<file path="src/rtl/linear_interpolator.sv">
// Linear upsampler: each accepted signed sample produces R = 2^min(mode,4) ramp outputs ending on it.
// Optional LINTERP_PRIME_EN: the first sample after reset only seeds prev, producing no outputs.
module linear_interpolator #(
    parameter int DATA_WIDTH = 16
) (
    input  logic                         clk,
    input  logic                         rst_n,
    input  logic                         enable,
    input  logic signed [DATA_WIDTH-1:0] din,
    input  logic                         din_valid,
    output logic                         din_ready,
    input  logic [2:0]                   mode,
    output logic signed [DATA_WIDTH-1:0] dout,
    output logic                         output_pulse,
    output logic                         busy
);

    // Handshake: a sample transfers on a rising edge where din_valid && din_ready;
    // din_ready is combinational and high only while enabled and IDLE.

    localparam int ACC_W  = DATA_WIDTH + 6;
    localparam int DIFF_W = DATA_WIDTH + 1;

    typedef enum logic {IDLE, RUN} state_t;

    state_t                      state_q, state_d;
    logic signed [DATA_WIDTH-1:0] prev_q, prev_d;
    logic signed [DIFF_W-1:0]    diff_q, diff_d;
    logic signed [ACC_W-1:0]     acc_q, acc_d;
    logic [4:0]                  cnt_q, cnt_d;
    logic [2:0]                  m_q, m_d;
    logic signed [DATA_WIDTH-1:0] dout_q, dout_d;
    logic                        pulse_q, pulse_d;

    logic [2:0]                  m_in;
    logic                        accept;
    logic                        prime_load;
    logic                        last_out;
    logic signed [DIFF_W-1:0]    diff_new;
    logic signed [ACC_W-1:0]     prev_ext, diff_new_ext, diff_q_ext, a0, a_run;

`ifdef LINTERP_PRIME_EN
    logic primed_q, primed_d;
`endif

    always_comb begin
        m_in         = (mode > 3'd4) ? 3'd4 : mode;
        din_ready    = enable && (state_q == IDLE);
        accept       = din_valid && din_ready;
        diff_new     = {din[DATA_WIDTH-1], din} - {prev_q[DATA_WIDTH-1], prev_q};
        prev_ext     = {{(ACC_W-DATA_WIDTH){prev_q[DATA_WIDTH-1]}}, prev_q};
        diff_new_ext = {{(ACC_W-DIFF_W){diff_new[DIFF_W-1]}}, diff_new};
        diff_q_ext   = {{(ACC_W-DIFF_W){diff_q[DIFF_W-1]}}, diff_q};
        // Starting the accumulator at prev*R + diff makes the first output already one step in.
        a0           = (prev_ext <<< m_in) + diff_new_ext;
        a_run        = acc_q + diff_q_ext;
        last_out     = (cnt_q == ((5'd1 << m_q) - 5'd1));
`ifdef LINTERP_PRIME_EN
        prime_load   = !primed_q;
`else
        prime_load   = 1'b0;
`endif
    end

    always_comb begin
        state_d = state_q;
        prev_d  = prev_q;
        diff_d  = diff_q;
        acc_d   = acc_q;
        cnt_d   = cnt_q;
        m_d     = m_q;
        dout_d  = dout_q;
        pulse_d = 1'b0;
`ifdef LINTERP_PRIME_EN
        primed_d = primed_q;
`endif
        if (enable) begin
            case (state_q)
                IDLE: begin
                    if (accept) begin
                        if (prime_load) begin
                            prev_d = din;
`ifdef LINTERP_PRIME_EN
                            primed_d = 1'b1;
`endif
                        end else begin
                            diff_d  = diff_new;
                            acc_d   = a0;
                            dout_d  = DATA_WIDTH'(a0 >>> m_in);
                            pulse_d = 1'b1;
                            prev_d  = din;
                            cnt_d   = 5'd1;
                            m_d     = m_in;
                            state_d = (m_in == 3'd0) ? IDLE : RUN;
                        end
                    end
                end
                RUN: begin
                    acc_d   = a_run;
                    dout_d  = DATA_WIDTH'(a_run >>> m_q);
                    pulse_d = 1'b1;
                    cnt_d   = cnt_q + 5'd1;
                    if (last_out) state_d = IDLE;
                end
                default: state_d = IDLE;
            endcase
        end
    end

    always_ff @(posedge clk or negedge rst_n) begin
        if (!rst_n) begin
            state_q <= IDLE;
            prev_q  <= '0;
            diff_q  <= '0;
            acc_q   <= '0;
            cnt_q   <= '0;
            m_q     <= '0;
            dout_q  <= '0;
            pulse_q <= 1'b0;
`ifdef LINTERP_PRIME_EN
            primed_q <= 1'b0;
`endif
        end else begin
            state_q <= state_d;
            prev_q  <= prev_d;
            diff_q  <= diff_d;
            acc_q   <= acc_d;
            cnt_q   <= cnt_d;
            m_q     <= m_d;
            dout_q  <= dout_d;
            pulse_q <= pulse_d;
`ifdef LINTERP_PRIME_EN
            primed_q <= primed_d;
`endif
        end
    end

    assign dout         = dout_q;
    assign output_pulse = pulse_q;
    assign busy         = (state_q == RUN);

endmodule

</file>
<file path="config.mk">
export PLATFORM = sky130hd
export DESIGN_NAME = linear_interpolator
export DESIGN_NICKNAME = d
export VERILOG_FILES = /design/src/rtl/linear_interpolator.sv
export SDC_FILE = /design/constraint.sdc
export NUM_CORES = 1
export LEC_CHECK = 0
export CELL_PAD_IN_SITES_DETAIL_PLACEMENT = 0
export CELL_PAD_IN_SITES_GLOBAL_PLACEMENT = 2
export CORE_MARGIN = 2
export CORE_UTILIZATION = 40
export DETAILED_ROUTE_END_ITERATION = 10
export MAX_ROUTING_LAYER = met4
export PLACE_DENSITY_LB_ADDON = 0.12
export REMOVE_ABC_BUFFERS = 1
export SYNTH_ARGS = -nofsm -noshare
export SYNTH_HDL_FRONTEND = slang
export SYNTH_SLANG_ARGS = --single-unit
</file>
<file path="constraint.sdc">
create_clock -name clk -period 6.1 [get_ports clk]
set_input_delay 1.525 -clock clk [delete_from_list [all_inputs] [get_ports clk]]
set_output_delay 1.525 -clock clk [all_outputs]
set_load 0.005 [all_outputs]
</file>
# --- After elaboration in Yosys (flattened, before gate mapping) ---
# Cells that the tools add are included.
classes:
  n_reduce_logical: 5
  magnitude_cmp: 1
  n_shift: 4
  muxes: 14
  add_sub_neg: 5
  bitwise: 1
  n_eq_ne: 2
ops:
  columns: ["operator", "n"]
  rows:
  - ["adder 22 x 17 -> 22 bit", 2]
  - ["case mux 22 bit (2 select lines)", 1]
  - [">>> shifter 22 x 3 -> 16 bit", 2]
  - ["case mux 16 bit (2 select lines)", 1]
  - ["2-to-1 mux 22 bit", 1]
  - ["<<< shifter 16 x 3 -> 22 bit", 1]
  - ["subtractor 16 x 16 -> 17 bit", 1]
  - ["2-to-1 mux 16 bit", 1]
  - ["case mux 5 bit (2 select lines)", 1]
  - ["adder 5 x 1 -> 5 bit (second input constant)", 1]
  - ["== test 5 bit", 1]
  - ["2-to-1 mux 1 bit", 5]
  - ["2-to-1 mux 5 bit", 1]
  - ["<< shifter 1 x 3 -> 5 bit (first input constant)", 1]
  - ["subtractor 5 x 1 -> 5 bit (second input constant)", 1]
  - ["case mux 1 bit (2 select lines)", 2]
  - ["> comparator 3 bit (second input constant)", 1]
  - ["logical NOT 3 bit", 1]
  - ["2-to-1 mux 3 bit", 1]
  - ["AND reduction 3 bit", 1]
  - ["logical AND 1 bit", 2]
  - ["!= test 2 bit (second input constant)", 1]
  - ["AND reduction 2 bit", 1]
  - ["NOT 1 bit", 1]
totals:
  regBits: 81
  input_bits: 23
  output_inout_bits: 19

# --- Longest topological paths before layout ---
depth:
  ltp_word: 7
  depth_mapped: 21
  depth_no_buf: 20

# --- Worst setup path after synthesis ---
# No wires, ideal clock.
synth_path:
  path_kind: "input -> register"
  from: "in mode[0]"
  to: "reg dout_q[15] (netlist: dout[15])"
  n_path_buf: 4
  setup_slack_ps: 795
  stages: 19
  t_arrival_ps: 5211
  cell_sequence: "buf_2 > buf_2 > buf_1 > clkbuf_1 > nor2_1 > a31oi_1 > nor2_1 > ha_1 > nor2b_1 > o31ai_1 > a21oi_1 > o21a_1 > nor2_1 > o31a_1 > o21ai_2 > xnor2_1 > mux2_2 > a221o_1 > a211oi_1"
synth_between:
  elab_chain_cells: 7
synth_lines:
  columns: ["item", "line", "text"]
  rows:
  - ["start: declaration", "12", "input logic [2:0] mode,"]
  - ["> comparator 3 bit", "47", "m_in = (mode > 3'd4) ? 3'd4 : mode;"]
  - ["2-to-1 mux 3 bit (*)", "47", null]
  - ["<<< shifter 16 x 3 -> 22 bit", "55", "a0 = (prev_ext <<< m_in) + diff_new_ext;"]
  - ["adder 22 x 17 -> 22 bit", "55", null]
  - [">>> shifter 22 x 3 -> 16 bit (*)", "89", "dout_d = DATA_WIDTH'(a0 >>> m_in);"]
  - ["2-to-1 mux 16 bit (*)", "80", "if (accept) begin"]
  - ["case mux 16 bit (2 select lines) (*)", "78", "case (state_q)"]
  - ["end signal: assignment", "130", "dout_q <= dout_d;"]
  - ["end: declaration", "32", "logic signed [DATA_WIDTH-1:0] dout_q, dout_d;"]
# Mark *: on every way between the ends. The rest lies on a longest branch, timed or not. The select of a mux whose other input is x is not followed.
# A chain may end at the register's enable or synchronous reset.

# --- Worst setup path after layout ---
layout_path:
  from: "in din[0]"
  to: "reg dout_q[15] (netlist: dout[15])"
layout_between:
  elab_chain_cells: 5
layout_lines:
  columns: ["item", "line", "text"]
  rows:
  - ["start: declaration", "9", "input logic signed [DATA_WIDTH-1:0] din,"]
  - ["subtractor 16 x 16 -> 17 bit", "50", "diff_new = {din[DATA_WIDTH-1], din} - {prev_q[DATA_WIDTH-1], prev_q};"]
  - ["named net diff_new[12]", "39", "logic signed [DIFF_W-1:0] diff_new;"]
  - ["adder 22 x 17 -> 22 bit", "55", null]
  - [">>> shifter 22 x 3 -> 16 bit", "89", null]
  - ["2-to-1 mux 16 bit", "80", null]
  - ["case mux 16 bit (2 select lines)", "78", null]
# The timed path passes the listed nets, and every way through them passes these cells. The select of a mux whose other input is x is not followed.

==> flow_summary_export.csv <==
group,metric,value,unit
outcome,outcome,"finished, final reports clean",
sta,layout_setup_ws,0.440,ns
layout,finalNonFillerCells,1450,
sta,hold_viol,0,
global_routing,first_pass_grt_wire_length,47300,microns
layout,layout.filler_cells,2260,
worst_setup_path,timing.critical_path.to_type,"flop",
global_routing,grt_max_degree,66,
yosys,ys_top_cells_by_count,"136 x sky130_fd_sc_hd__nand2_1, 96 x sky130_fd_sc_hd__a21oi_1, 81 x sky130_fd_sc_hd__dfrtp_1",
sta,post-route-min-period,5.66,ns
layout,drive_gt1_share,10.2,%
die,io_pins,42,
clock_tree,clock-sinks,81,
clock_tree,hold_buf_count_cts,0,
place,place_worst_setup_slack,-0.0116,ns
worst_setup_path,worst_r2r_path_depth,20,
yosys,ys.flop_type,"sky130_fd_sc_hd__dfrtp_1",
detailed_routing,vias_per_cell,5.98,
yosys,yosys_warnings,0,
place,post-place-cells,1435,
sta,report.final.slew_viol_count,0,
worst_setup_path,ff2ff_setup_slack,1.55,ns
detailed_routing,dr.first_iter.drc_count,513,
clock_tree,cts_htree_levels,3,
detailed_routing,antenna_violating_nets_post_route,0,
die,die_y,152,microns
clock_tree,cts.root.buffer_cell,"sky130_fd_sc_hd__clkbuf_16",
yosys,synth.area.top_cells,"sky130_fd_sc_hd__dfrtp_1 23%, sky130_fd_sc_hd__ha_1 8.3%, sky130_fd_sc_hd__nand2_1 5.8%, sky130_fd_sc_hd__a21oi_1 5.5%, sky130_fd_sc_hd__o21ai_0 4.4%",
sta,slew_at_the_pin_closest_to_its_max_slew_limit,1.06,ns
die,core.rowCount,54,
global_routing,globalRouteOverflowTotal,0,
sta,clock-skew-final,0.00821,ns
place,gp_congestion,0.883,
detailed_routing,via_count,8668,
worst_setup_path,reg2reg_from,"prev_q[8]",
place,dp.final_hpwl,22500,microns
yosys,most_common_cell_in_the_synthesized_netlist,"sky130_fd_sc_hd__nand2_1",
clock_tree,cts_tree,"done",
clock_tree,clkLatencyLatePin,0.35,ns
global_routing,grt_pass1_vias,8456,
yosys,number_of_synthesized_flops_with_an_enable_pin,0,
yosys,post_synth.cell_area_avg,7.80,sq um
worst_setup_path,crit_fanout,7,
die,fp.coreArea,0.0217,sq mm
clock_tree,worst_setup_hold_path_clk_slew,0.07,ns
sta,slew_headroom,29.1,%
yosys,ys_seq_elements,81,
sta,rsz0062_at_grt,"false",
run,number_of_max_cap_violations,0,
sta,finalHoldWorstSlack,0.478,ns
worst_setup_path,startpoint_type,"input pin",
yosys,netlist.area_leader.share,23.1,%
yosys,synth.lib_cells_used.distinct,80,
detailed_routing,drc_errors,0,
detailed_routing,detailedRoute.firstPassIterationCount,5,
yosys,post_synth_instance_area,0.00878,sq mm
yosys,async_reset_ff_share,100,%
worst_setup_path,path_class,"in -> reg",
sta,setup_viol,0,
yosys,synthCells,1125,
worst_setup_path,critical-path-slowest-cell,"sky130_fd_sc_hd__clkdlybuf4s50_1",
sta,maxClockFrequency,177,MHz
worst_setup_path,worst-endpoint-required,6.36,ns
worst_setup_path,timing.critical_path.cells,"clkdlybuf4s50_1 > inv_1 > ha_1 > fa_1 > nand2b_1 > a21oi_4 > o211ai_1 > nand2b_1 > xor2_1 > ha_1 > a311o_1 > nor2b_1 > o21ai_0 > nand4_1 > nor3_1 > o21ai_2 > xnor2_1 > mux2_2 > a221o_1 > a211oi_1",
place,port-buffer-count,41,
worst_setup_path,cp_slowest_stage_delay,0.45,ns
hold_path,worst_hold_path_type,"reg -> reg",
detailed_routing,post_drt_wl_per_cell,20.2,microns
clock_tree,cts_buffer_depth,2,
sta,min_period_over_period,92.8,%
die,initial_core_util,40.5,%
layout,antenna_cells_inserted,0,
place,dpl_cell_area,0.00967,sq mm
layout,final_area,0.00998,sq mm
worst_setup_path,critPathCapture,"dout[15]",
yosys,yosysSeqAreaShare,23.1,%
worst_setup_path,rr_endpoint,"dout[15]",
die,chipWidth,152,microns
global_routing,antenna_found_initial,0,
layout,area_delta_synth_final,13.7,%
clock_tree,tritoncts.num_buffers,9,
die,design.die.area,0.0231,sq mm
yosys,synth_area_leader_cell,"sky130_fd_sc_hd__dfrtp_1",
worst_setup_path,cp_data_arrival_time,5.92,ns
worst_setup_path,worstSetupStartpoint,"din[0]",
detailed_routing,routed_wl,29300,microns
layout,final_nets,1250,
global_routing,groute.usage.overall,26.2,%
layer usage:
| layer | share of wire [%] | GRT usage, % | up-vias |
|---|---|---|---|
| li1 | - | - | 4296 |
| met1 | 49 | 36.0 | 4136 |
| met2 | 45 | 41.2 | 201 |
| met3 | 4.0 | 2.62 | 35 |
| met4 | 2.1 | 7.08 | 0 |
| met5 | 0 | - | - |
area by class of cell:
type	count	area, sq um	area share (%)
clock buffers	10	229	2.29
flip-flops and latches	81	2030	20.3
clock inverters	5	81.3	0.815
inverters	52	195	1.95
repair buffers	89	763	7.64
multi-input cells	933	6340	63.5
well taps	280	350	3.51
kinds of logic (layout without fill, tap and decap cells):
family                   Yosys count  in the layout  share of synthesized area (%)
multiplexers                      54             54                           7.58
XOR/XNOR                          49             49                           4.89
buffers and inverters            111            156                           4.93
flip-flops                        81             81                           23.1
AND/OR/NAND/NOR                  354            354                           19.1
adder cells (fa/ha/maj)           61             61                           8.95
AO/OA/AOI/OAI                    415            415                           31.5
what timing repair did:
action,4_1_cts,5_1_grt
resized for setup,0,1
setup buffers,0,0
setup endpoints to repair,0,1
endpoints found under the hold margin,0,0
worst min path at each step:
stage                          start          to  slack (ns)  cells past startpoint
after global placement       dout[3]     dout[3]        0.46                      1
after detailed placement     dout[4]     dout[4]        0.47                      2
after CTS                    dout[4]     dout[4]        0.48                      2
after global routing         dout[4]     dout[4]        0.50                      2
final                        dout[4]     dout[4]        0.48                      2
after floorplan           diff_q[10]  diff_q[10]        0.45                      2
sequential cells by signal (all words and copies together), names as in the netlist:
signal	cells
dout	16
prev_q	16
output_pulse	1
m_q	3
busy	1
diff_q	17
acc_q	22
cnt_q	5
critical path, delay by kind of cell:
| kind | cells | cell delay, ns |
|---|---|---|
| buffers and inverters | 2 | 0.49 |
| and+or+nand+nor | 5 | 0.84 |
| adders and majority gates | 3 | 0.91 |
| xor gates and xnor gates | 2 | 0.38 |
| AOI/OAI and AO/OA | 7 | 1.48 |
| muxes | 1 | 0.29 |
layout by cell type, fill, tap and decap left out, types with 8 or more instances in the layout:
cell / netlist / routed
sky130_fd_sc_hd__mux2i_1: 26 / 26
sky130_fd_sc_hd__dfrtp_1: 81 / 81
sky130_fd_sc_hd__o21bai_1: 8 / 8
sky130_fd_sc_hd__mux2_2: 17 / 17
sky130_fd_sc_hd__a211oi_1: 36 / 36
sky130_fd_sc_hd__ha_1: 58 / 58
sky130_fd_sc_hd__o21ai_1: 8 / 8
sky130_fd_sc_hd__o22ai_1: 31 / 31
sky130_fd_sc_hd__mux4_2: 8 / 8
sky130_fd_sc_hd__o21a_1: 10 / 10
sky130_fd_sc_hd__a21o_1: 26 / 26
sky130_fd_sc_hd__inv_1: 48 / 48
sky130_fd_sc_hd__buf_4: 1 / 49
sky130_fd_sc_hd__o211ai_1: 28 / 28
sky130_fd_sc_hd__a31oi_1: 8 / 8
sky130_fd_sc_hd__nand4_1: 10 / 10
sky130_fd_sc_hd__a21oi_1: 96 / 96
sky130_fd_sc_hd__a311oi_1: 9 / 9
sky130_fd_sc_hd__nor2b_1: 13 / 13
sky130_fd_sc_hd__xnor2_1: 32 / 32
sky130_fd_sc_hd__nand3_1: 25 / 25
sky130_fd_sc_hd__xor2_1: 17 / 17
sky130_fd_sc_hd__nor2_1: 77 / 76
sky130_fd_sc_hd__clkdlybuf4s50_1: 0 / 39
sky130_fd_sc_hd__nand2_1: 136 / 136
sky130_fd_sc_hd__and2_1: 11 / 11
sky130_fd_sc_hd__o21ai_0: 77 / 76
sky130_fd_sc_hd__nand2b_1: 18 / 18
sky130_fd_sc_hd__nor3_1: 18 / 18
sky130_fd_sc_hd__and3_1: 10 / 10
sky130_fd_sc_hd__o31ai_1: 8 / 8
sky130_fd_sc_hd__clkbuf_16: 0 / 9
through the flow:
stage	setup TNS (ns)	utilization (%)
5_1_grt	0	46.0
3_3_place_gp	0	44.6
2_1_floorplan	0	-
3_5_place_dp	-0.0116	44.6
4_1_cts	0	46.0
6_report	0	46.0
Power is left out: the tool's default activity adds up to more than one toggle a clock period on the data nets, which glitch-free logic cannot reach.
